**src/rtl/move_input_conditioner.sv**
```systemverilog
// Turns four raw push-buttons into debounced, single-shot move commands
// delivered to the game logic under a valid/ready handshake.
module move_input_conditioner #(
    parameter int DEBOUNCE_CYCLES = 250000,
    parameter int CNT_W           = 18
) (
    input  logic       clk,
    input  logic       rst_n,
    input  logic       btn_up,
    input  logic       btn_down,
    input  logic       btn_left,
    input  logic       btn_right,
    input  logic       move_ready,
    output logic       move_valid,
    output logic [1:0] move_dir,
    output logic [3:0] btn_state
);

    typedef enum logic [1:0] {
        IDLE    = 2'd0,
        PENDING = 2'd1,
        LOCKED  = 2'd2
    } state_t;

    localparam logic [CNT_W-1:0] TERM = CNT_W'(DEBOUNCE_CYCLES - 1);

    logic [3:0]       raw;
    logic [3:0]       s1, s2;
    logic [3:0]       stable, stable_q;
    logic [CNT_W-1:0] cnt [4];
    logic [3:0]       press;
    logic             warm, armed;
    logic [1:0]       press_dir;
    state_t           state, state_nxt;
    logic [1:0]       dir, dir_nxt;

    assign raw = {btn_right, btn_left, btn_down, btn_up};

    // NOTE: sequential state uses non-blocking assignments so every flop samples pre-edge values.
    always_ff @(posedge clk) begin
        if (!rst_n) begin
            s1       <= '0;
            s2       <= '0;
            stable   <= '0;
            stable_q <= '0;
            // NOTE: the counter array is reset explicitly; reset must abort any debounce in progress.
            for (int i = 0; i < 4; i++) cnt[i] <= '0;
        end else begin
            s1       <= raw;
            s2       <= s1;
            stable_q <= stable;
            for (int i = 0; i < 4; i++) begin
                if (s2[i] == stable[i]) begin
                    cnt[i] <= '0;
                end else if (cnt[i] == TERM) begin
                    stable[i] <= s2[i];
                    cnt[i]    <= '0;
                end else begin
                    cnt[i] <= cnt[i] + 1'b1;
                end
            end
        end
    end

    assign press = stable & ~stable_q;

    // Buttons held through reset re-debounce to 1; arm only after the
    // synchroniser has seen every button released, so that edge is not a move.
    always_ff @(posedge clk) begin
        if (!rst_n) begin
            warm  <= 1'b0;
            armed <= 1'b0;
        end else begin
            warm  <= 1'b1;
            armed <= armed | (warm & ~|s1 & ~|s2);
        end
    end

    // NOTE: every always_comb output gets a default first, so no latch can be inferred.
    always_comb begin
        press_dir = 2'd3;
        if (press[0])      press_dir = 2'd0;
        else if (press[1]) press_dir = 2'd1;
        else if (press[2]) press_dir = 2'd2;
    end

    always_comb begin
        state_nxt = state;
        dir_nxt   = dir;
        case (state)
            IDLE: begin
                if (armed && |press) begin
                    dir_nxt   = press_dir;
                    state_nxt = PENDING;
                end
            end
            PENDING: begin
                if (move_ready) state_nxt = LOCKED;
            end
            LOCKED: begin
                if (stable == 4'b0000) state_nxt = IDLE;
            end
            default: state_nxt = IDLE;
        endcase
    end

    always_ff @(posedge clk) begin
        if (!rst_n) begin
            state <= IDLE;
            dir   <= 2'd0;
        end else begin
            state <= state_nxt;
            dir   <= dir_nxt;
        end
    end

    assign move_valid = (state == PENDING);
    assign move_dir   = dir;
    assign btn_state  = stable;

endmodule

```
**config.mk**
```make
export PLATFORM = sky130hd
export DESIGN_NAME = move_input_conditioner
export DESIGN_NICKNAME = d
export VERILOG_FILES = /design/src/rtl/move_input_conditioner.sv
export SDC_FILE = /design/constraint.sdc
export NUM_CORES = 1
export LEC_CHECK = 0
export ABC_AREA = 0
export CORE_ASPECT_RATIO = 2
export CORE_UTILIZATION = 55
export DETAILED_ROUTE_END_ITERATION = 16
export PLACE_DENSITY = 0.73
export SYNTH_ARGS = -nofsm -noshare
export SYNTH_HDL_FRONTEND = slang
export SYNTH_SLANG_ARGS = --single-unit
```
**constraint.sdc**
```tcl
create_clock -name clk -period 2 [get_ports clk]
set_input_delay 0.2 -clock clk [delete_from_list [all_inputs] [get_ports clk]]
set_output_delay 0.2 -clock clk [all_outputs]
set_load 0.005 [all_outputs]
```
# --- Word-level counts from Yosys, hierarchy flattened ---
# Memory sizes are Yosys's and may differ from the RTL's.
# Index checks and enable logic that the tools add are counted.
word_totals:
  regBits: 22
  ram_bits: 72
  inputBits: 7
  out_inout_bits: 7
  n_memories: 1
classes:
  add_sub_neg: 4
  eq_ne: 13
  muxes: 65
  bitwise: 21
  n_reduce_logical: 14
mem_list:
  columns: ["name", "depth", "width", "rd", "rd_clocked_by_memory_dff", "write_ports", "line", "rtl"]
  rows:
  - ["cnt", 4, 18, 4, 0, 4, "30", "logic [CNT_W-1:0] cnt [4];"]
ops:
  columns: ["op", "count"]
  rows:
  - ["$mux W18", 12]
  - ["$add A18 B1 Y18 const B", 4]
  - ["$eq A18 B18 Y1 const B", 4]
  - ["$mux W1", 47]
  - ["$or A1 B1 Y1", 13]
  - ["$reduce_or A4 Y1", 3]
  - ["$mux W2", 5]
  - ["$reduce_and A2 Y1", 5]
  - ["$ne A2 B2 Y1 const B", 3]
  - ["$pmux W2 S3", 1]
  - ["$and A4 B4 Y4", 1]
  - ["$eq A1 B1 Y1", 4]
  - ["$logic_not A4 Y1", 1]
  - ["$not A1 Y1", 4]
  - ["$not A4 Y4", 1]
  - ["$reduce_and A3 Y1", 1]
  - ["$and A1 B1 Y1", 2]
  - ["$eq A2 B1 Y1 const B", 1]
  - ["$eq A2 B2 Y1 const B", 1]
  - ["$logic_not A1 Y1", 2]
  - ["$logic_not A2 Y1", 1]
  - ["$logic_and A1 B1 Y1", 1]

# --- Longest topological paths before layout ---
# Gate-level depths: netlist (run 1).
# An unclocked memory read counts as a cell.
logic_depth:
  depth_word: 8
  depth_mapped: 6
  ltp_nobuf: 5

# --- Worst setup path before layout (run 1) ---
# No wires, ideal clock.
synth_path:
  path_kind: "reg2reg"
  from: "memory cnt[1][9]"
  to: "memory cnt[1][10] (data pin)"
  t_arrival_ns: 1.906
  slack_ns: -0.160
  stages_incl_launch_ff: 6
  path_buffers: 1
  period_less_slack_ns: 2.160
  cell_sequence: "edfxtp_1 -> or4b_1 -> or4_4 -> o21ai_4 -> buf_6 -> nor2_1"
synth_lines:
  columns: ["element", "line"]
  rows:
  - ["start: declaration", "30"]

==> metrics.md, run 1 <==
| Metric | Value |
|---|---|
| Worst slack, placed | -0.102 ns |
| Synth top area share | 45.2% |
| Commonest cells post-synth | 81 x nor2_1, 72 x edfxtp_1, 44 x xnor2_1, 32 x nand2_1, 27 x nor4_1 |
| Routed len/inst | 13.4 um |
| Sink Count | 94 |
| Final core occ | 71.0% |
| Leakage | 2.12 nW |
| N_diodes | 0 |
| Top_reg_cell synth | edfxtp_1 |
| Max-slew violations | 0 |
| First-pass GRT wire length | 15,500 um |
| # DRC | 0 |
| Final ANT Viol Nets | 0 |
| TritonCTS buffer count | 9 |
| Max_cap viols | 0 |
| Combinational power share | 5.0% |
| Vias in the first global route | 3,681 |
| Top Metal Used | met4 |
| Synth cell types | 41 |
| WP data arrival | 2.25 ns |
| Sw frac | 20.1% |
| Seq pwr share | 51.3% |
| Setup crit start kind | register |
| CP Capture Type | register |
| CTS HTree Levels | 3 |
| Fraction of layout cells with a size suffix above 1 | 10.2% |
| Post-DP HPWL | 6490 um |
| Cell area after synthesis | 4780 um^2 |
| Synth warn | 0 |
| Congestion Overflow GR | 0 |
| Clk pwr share | 43.7% |
| Internal | 3.50 mW |
| WHS | 0.443 ns |
| Die H | 134 um |
| Final setup fails | 18 |
| GRT Util Overall | 22.3% |
| Fin crit period | 2.16 ns |
| I/O pin total | 14 |
| Slew of the pin with the lowest slew margin | 0.568 ns |
| TritonCTS clock tree | yes |
| Die width | 67.9 um |
| Num rows | 47 |
| Worst-path maximum fanout | 17 |
| Hold Crit Class | input port to register |
| Initial antenna violation count | 0 |
| Post-synth top area cell | edfxtp_1 |
| Reg-to-reg startpoint | cnt[1][4] |
| Worst-path clk slew | 0.06 ns |
| NetSw | 0.880 mW |
| Worst skew pair latency | 0.33 ns |
| Via count | 3,673 |
| Count leader, synth | nor2_1 |
| DR vias/cell | 5.36 |
| RSZ-0062 raised after global routing | yes |
| Core Area | 8350 um^2 |
| WL met3 | 275 um |
| Drt first pass iters | 4 |
| Largest net degree at the start of global routing | 21 |
| Max Freq | 462 MHz |
| Post-Syn Area per Cell | 10.5 um^2 |
| Die Area | 9090 um^2 |
| M1 WL | 3650 um |
| Worst Setup Path Type | register to register |
| Final worst slack | -0.165 ns |
| Status | finished, violations left |
| IR drop worst, VDD | 0.658 mV |
| Area Overhead vs Synth | 24.1% |
| Number of DRC markers in iteration 0 | 281 |
| Ys async rst share | 0% |
| Crit path launch | cnt[1][4] |
| Sequential-to-total area share from yosys stat | 54.4% |
| Headroom to the max-slew limit | 61.6% |
| Ranking of synthesized cells by area | edfxtp_1 45%, dfxtp_1 9.2%, xnor2_1 8.1%, nor2_1 6.4%, nor4_1 3.5% |
| Pwr Density | 738 nW/um^2 |
| I/O Buffers | 13 |
| Met2 wire len | 5050 um |
| Crit path required time | 2.08 ns |
| CTS root buf | clkbuf_16 |
| Final wirelength | 9180 um |
| Initial core utilization | 57.3% |
| Seq cells post-synth | 94 |
| Final net count | 593 |
| Cells after Synth | 457 |
| Final setup skew | 0.00678 ns |
| Hold_sp | btn_right |
| Final hold vios | 0 |
| Failing checks | negative setup slack |
| EDFF count, synth | 72 |
| Crit share post-route | 108% |
| Global placement routability congestion | 0.850 |
| Hold Buf Count CTS | 0 |
| CTS max path bufs | 2 |
[critical path: stages, from the launching register on]
cell	delay, ns
edfxtp_1	0.41
or4b_4	0.55
or4_4	0.56
o21ai_4	0.16
buf_12	0.16
nor2_1	0.06
[registers in the layout (all words and copies together) (netlist names)]
signal / cells
armed: 1
btn_state: 4
cnt: 72
move_dir: 2
s1: 4
s2: 4
stable_q: 4
state: 2
warm: 1
[stage by stage]
| step | cell area [um^2] | total power [mW] | std cells | TNS, ns |
|---|---|---|---|---|
| 2_1_floorplan | 5080 | 2.41 | 528 | -1.53 |
| 3_3_place_gp | 5570 | 2.48 | 666 | -1.02 |
| 3_5_place_dp | 5570 | 2.49 | 666 | -1.66 |
| 4_1_cts | 5910 | 4.41 | 683 | -1.66 |
| 5_1_grt | 5930 | 4.52 | 685 | -3.90 |
| 6_report | 5930 | 4.38 | 685 | -2.67 |
[final timing paths]
check	end	slack, ns	depth (start not counted)
setup / recovery	cnt[1][9]	-0.16	5
hold reg to reg	s2[2]	0.46	1
hold / removal	s1[3]	0.44	2
setup reg to reg	cnt[1][9]	-0.16	5
[cells by family after synthesis]
family / after synthesis / share of synthesized area, %
other: 1 / 0.0784
adders and majority gates: 4 / 1.05
xor gates and xnor gates: 62 / 11.4
AOI/OAI and AO/OA: 23 / 3.87
buffers and inverters: 21 / 1.83
DFF: 94 / 54.4
and+or+nand+nor: 247 / 26.3
muxes: 5 / 1.05
[final cells by class]
cell class | count | area, um^2
clock buffer | 12 | 236
clock inverter | 4 | 95.1
fill | 625 | 2420
inverter | 13 | 48.8
multi-input combinational | 413 | 2400
sequential | 94 | 2600
tap | 98 | 123
timing repair buffer | 51 | 428
[power groups by stage]
| stage | logic (mW) | registers, mW | clock network [mW] |
|---|---|---|---|
| 6_report | 0.218 | 2.24 | 1.91 |
| 4_1_cts | 0.211 | 2.24 | 1.96 |
| 5_1_grt | 0.244 | 2.25 | 2.02 |
| 3_3_place_gp | 0.203 | 2.28 | 0 |
| 2_1_floorplan | 0.138 | 2.27 | 0 |
| 3_5_place_dp | 0.206 | 2.28 | 0 |
[repair_timing]
| action | in CTS | in global routing |
|---|---|---|
| endpoints found under the hold margin | 0 | 0 |
| gates resized for setup | 0 | 3 |
| setup buffers | 1 | 2 |
| cloned | 0 | 0 |
| setup endpoints to repair | 19 | 19 |
[cells in the final DEF, fill, tap and decap left out, types with 2 or more instances in the layout]
cell	Yosys	layout
nor2_1	81	80
edfxtp_1	72	72
conb_1	1	72
xnor2_1	44	44
buf_4	0	37
nand2_1	32	32
nor4_1	27	27
nand3_1	26	26
dfxtp_1	22	22
nand4_1	21	21
xor2_1	18	18
and2_1	14	14
inv_1	13	13
clkdlybuf4s50_1	0	13
nor3_1	9	9
clkbuf_16	0	9
a21oi_1	8	8
nor2b_1	6	6
or4_1	6	6
and3_1	6	6
mux2i_1	5	5
nor4b_1	5	5
o31ai_1	4	4
ha_1	4	4
o41ai_4	0	3
or3_1	3	3
bufinv_16	0	3
clkbuf_1	6	3
nand2b_1	2	2
nand3b_1	2	2
o21ai_0	3	2
[layer usage]
| metal | vias to the layer above | GRT usage [%] |
|---|---|---|
| met5 | - | 0 |
| met4 | 0 | 10.4 |
| met3 | 16 | 4.51 |
| met2 | 73 | 39.4 |
| met1 | 1746 | 24.2 |
| li1 | 1838 | - |
Power figures use the tool's default switching activity.
==> inputs of run 2 (changes only) <==
SKIP_CTS_REPAIR_TIMING = 1   (was default)
==> run 2 against run 1 <==
  * The run still ends with negative setup slack left
  * First-iteration DRC count up 7.8%
  * Sequential cell count unchanged
  * Worst setup slack better by 0.0067 ns
  * Sequential share of layout area up 0.056 points
  * Register-to-register slack about the same
  * Critical endpoint unchanged
  * Routed wire length about the same
  * Die area unchanged
  * Maximum frequency up 0.31%
  * Non-clock buffer count down 1
  * Power about the same
==> metrics.md, run 2 (synthesis gave the netlist of run 1 again) <==
| Metric | Value |
|---|---|
| TritonCTS buffer count | 9 |
| Reg-to-reg startpoint | cnt[1][4] |
| Final setup fails | 18 |
| Worst Setup Path Type | register to register |
| Slowest cell delay on critical path | 0.56 ns |
| Reg2reg path depth | 5 |
| Most common cell after layout, fill and taps aside | nor2_1 |
| Congestion Overflow GR | 0 |
| Initial core utilization | 57.3% |
| Fin crit period | 2.16 ns |
| Vias in the first global route | 3,664 |
| Status | finished, violations left |
| Non-filler cells, final | 684 |
| Num rows | 47 |
| Setup crit start kind | register |
| Final hold vios | 0 |
| Commonest non-fill, non-tap cells in the layout | 80 x nor2_1, 72 x edfxtp_1, 72 x conb_1 |
| Drt first pass iters | 4 |
| Crit path launch | cnt[1][4] |
| Pwr Density | 739 nW/um^2 |
| I/O Buffers | 13 |
| Area occupied by multi-input gates | 2400 um^2 |
| Cell Chain, Critical Path | or4b_4, or4_4, o21ai_4, buf_12, nor2_1 |
| First-pass GRT wire length | 15,400 um |
| Leakage | 2.11 nW |
| Crit share post-route | 108% |
| Slew of the pin with the lowest slew margin | 0.568 ns |
| Hold Crit Class | input port to register |
| Final core occ | 70.9% |
| Post-DP HPWL | 6490 um |
| Sink Count | 94 |
| Placed Cells | 666 |
| Initial antenna violation count | 0 |
| Max-slew violations | 0 |
| Final net count | 592 |
| Crit path required time | 2.08 ns |
| Crit path to | cnt[1][9] |
| Final wirelength | 9180 um |
| I/O pin total | 14 |
| Area Overhead vs Synth | 23.9% |
| Largest net degree at the start of global routing | 21 |
| RSZ-0062 raised after global routing | yes |
| CTS root buf | clkbuf_16 |
| Final ANT Viol Nets | 0 |
| Die Area | 9090 um^2 |
| # DRC | 0 |
| Max reg flops | 72 |
| CTS max path bufs | 2 |
| IR drop worst, VDD | 0.661 mV |
| GRT Util Overall | 22.3% |
| Fraction of layout cells with a size suffix above 1 | 10.1% |
| TritonCTS clock tree | yes |
| Headroom to the max-slew limit | 61.6% |
| WP data arrival | 2.24 ns |
| Worst-path maximum fanout | 17 |
| Failing checks | negative setup slack |
| Setup TNS | -2.56 ns |
| CTS HTree Levels | 3 |
| DR vias/cell | 5.35 |
| Most flops, register | cnt |
| CP Capture Type | register |
| Number of DRC markers in iteration 0 | 303 |
| Final worst slack | -0.158 ns |
| Die width | 67.9 um |
| Final setup skew | 0.00730 ns |
| Routed len/inst | 13.4 um |
| Setup slack on the worst flop-to-flop path | -0.16 ns |
| Worst skew pair latency | 0.34 ns |
| Core Area | 8350 um^2 |
| Via count | 3,658 |
| CP max-delay cell | or4_4 |
| Worst-path clk slew | 0.06 ns |
| Worst r2r dst | cnt[1][9] |
| Fill cells | 630 |
| Max_cap viols | 0 |
| N_diodes | 0 |
| Sequential cell area | 2600 um^2 |
| Global placement routability congestion | 0.850 |
| Max Freq | 463 MHz |
| Die H | 134 um |
-- run 2: cell types whose count changed in the layout (fill, tap and decap cells not counted), sizes merged --
cell	previous run	this run
buf	38	37
-- run 2: area by class of cell --
cell class / count / share of cell area (%)
well taps: 98 / 2.07
inverters: 13 / 0.824
repair buffers: 50 / 7.10
flip-flops and latches: 94 / 43.9
clock buffers: 12 / 3.99
multi-input cells: 413 / 40.5
clock inverters: 4 / 1.61
-- run 2: critical path: cells and delay by family, from the launching register on --
kind / cells / cell delay, ns
buf+inv: 1 / 0.16
flops: 1 / 0.42
simple gates: 3 / 1.16
compound gates: 1 / 0.16
-- run 2: per-layer routing --
| layer | up-vias | routed length, um | global-route usage (%) |
|---|---|---|---|
| met1 | 1729 | 3670 | 24.2 |
| met4 | 0 | 237 | 10.5 |
| met5 | - | 0 | 0 |
| li1 | 1839 | - | - |
| met3 | 20 | 285 | 4.42 |
| met2 | 70 | 4990 | 39.4 |
-- run 2: power breakdown --
part	internal, mW	total, mW	switching [mW]
Combinational	0.102	0.217	0.115
Clock	1.22	1.92	0.694
Sequential	2.17	2.24	0.0720
Total	3.50	4.38	0.881
-- run 2: through the flow --
stage	worst slack, ns	hold WS (ns)	cell area, um^2	total power, mW
floorplan	-0.142	0.228	5080	2.41
global placement	-0.0638	0.443	5570	2.48
detailed placement	-0.102	0.445	5570	2.49
CTS	-0.137	0.429	5900	4.41
global route	-0.223	0.464	5920	4.52
finish	-0.158	0.441	5920	4.38
-- run 2: worst min path at each step --
stage / start / end / slack (ns) / depth (start not counted)
2_1_floorplan: rst_n / warm / 0.23 / 0
3_3_place_gp: s1[2] / s2[2] / 0.44 / 1
3_5_place_dp: s1[2] / s2[2] / 0.44 / 1
4_1_cts: btn_right / s1[3] / 0.43 / 2
5_1_grt: btn_left / s1[2] / 0.46 / 2
6_report: btn_right / s1[3] / 0.44 / 2
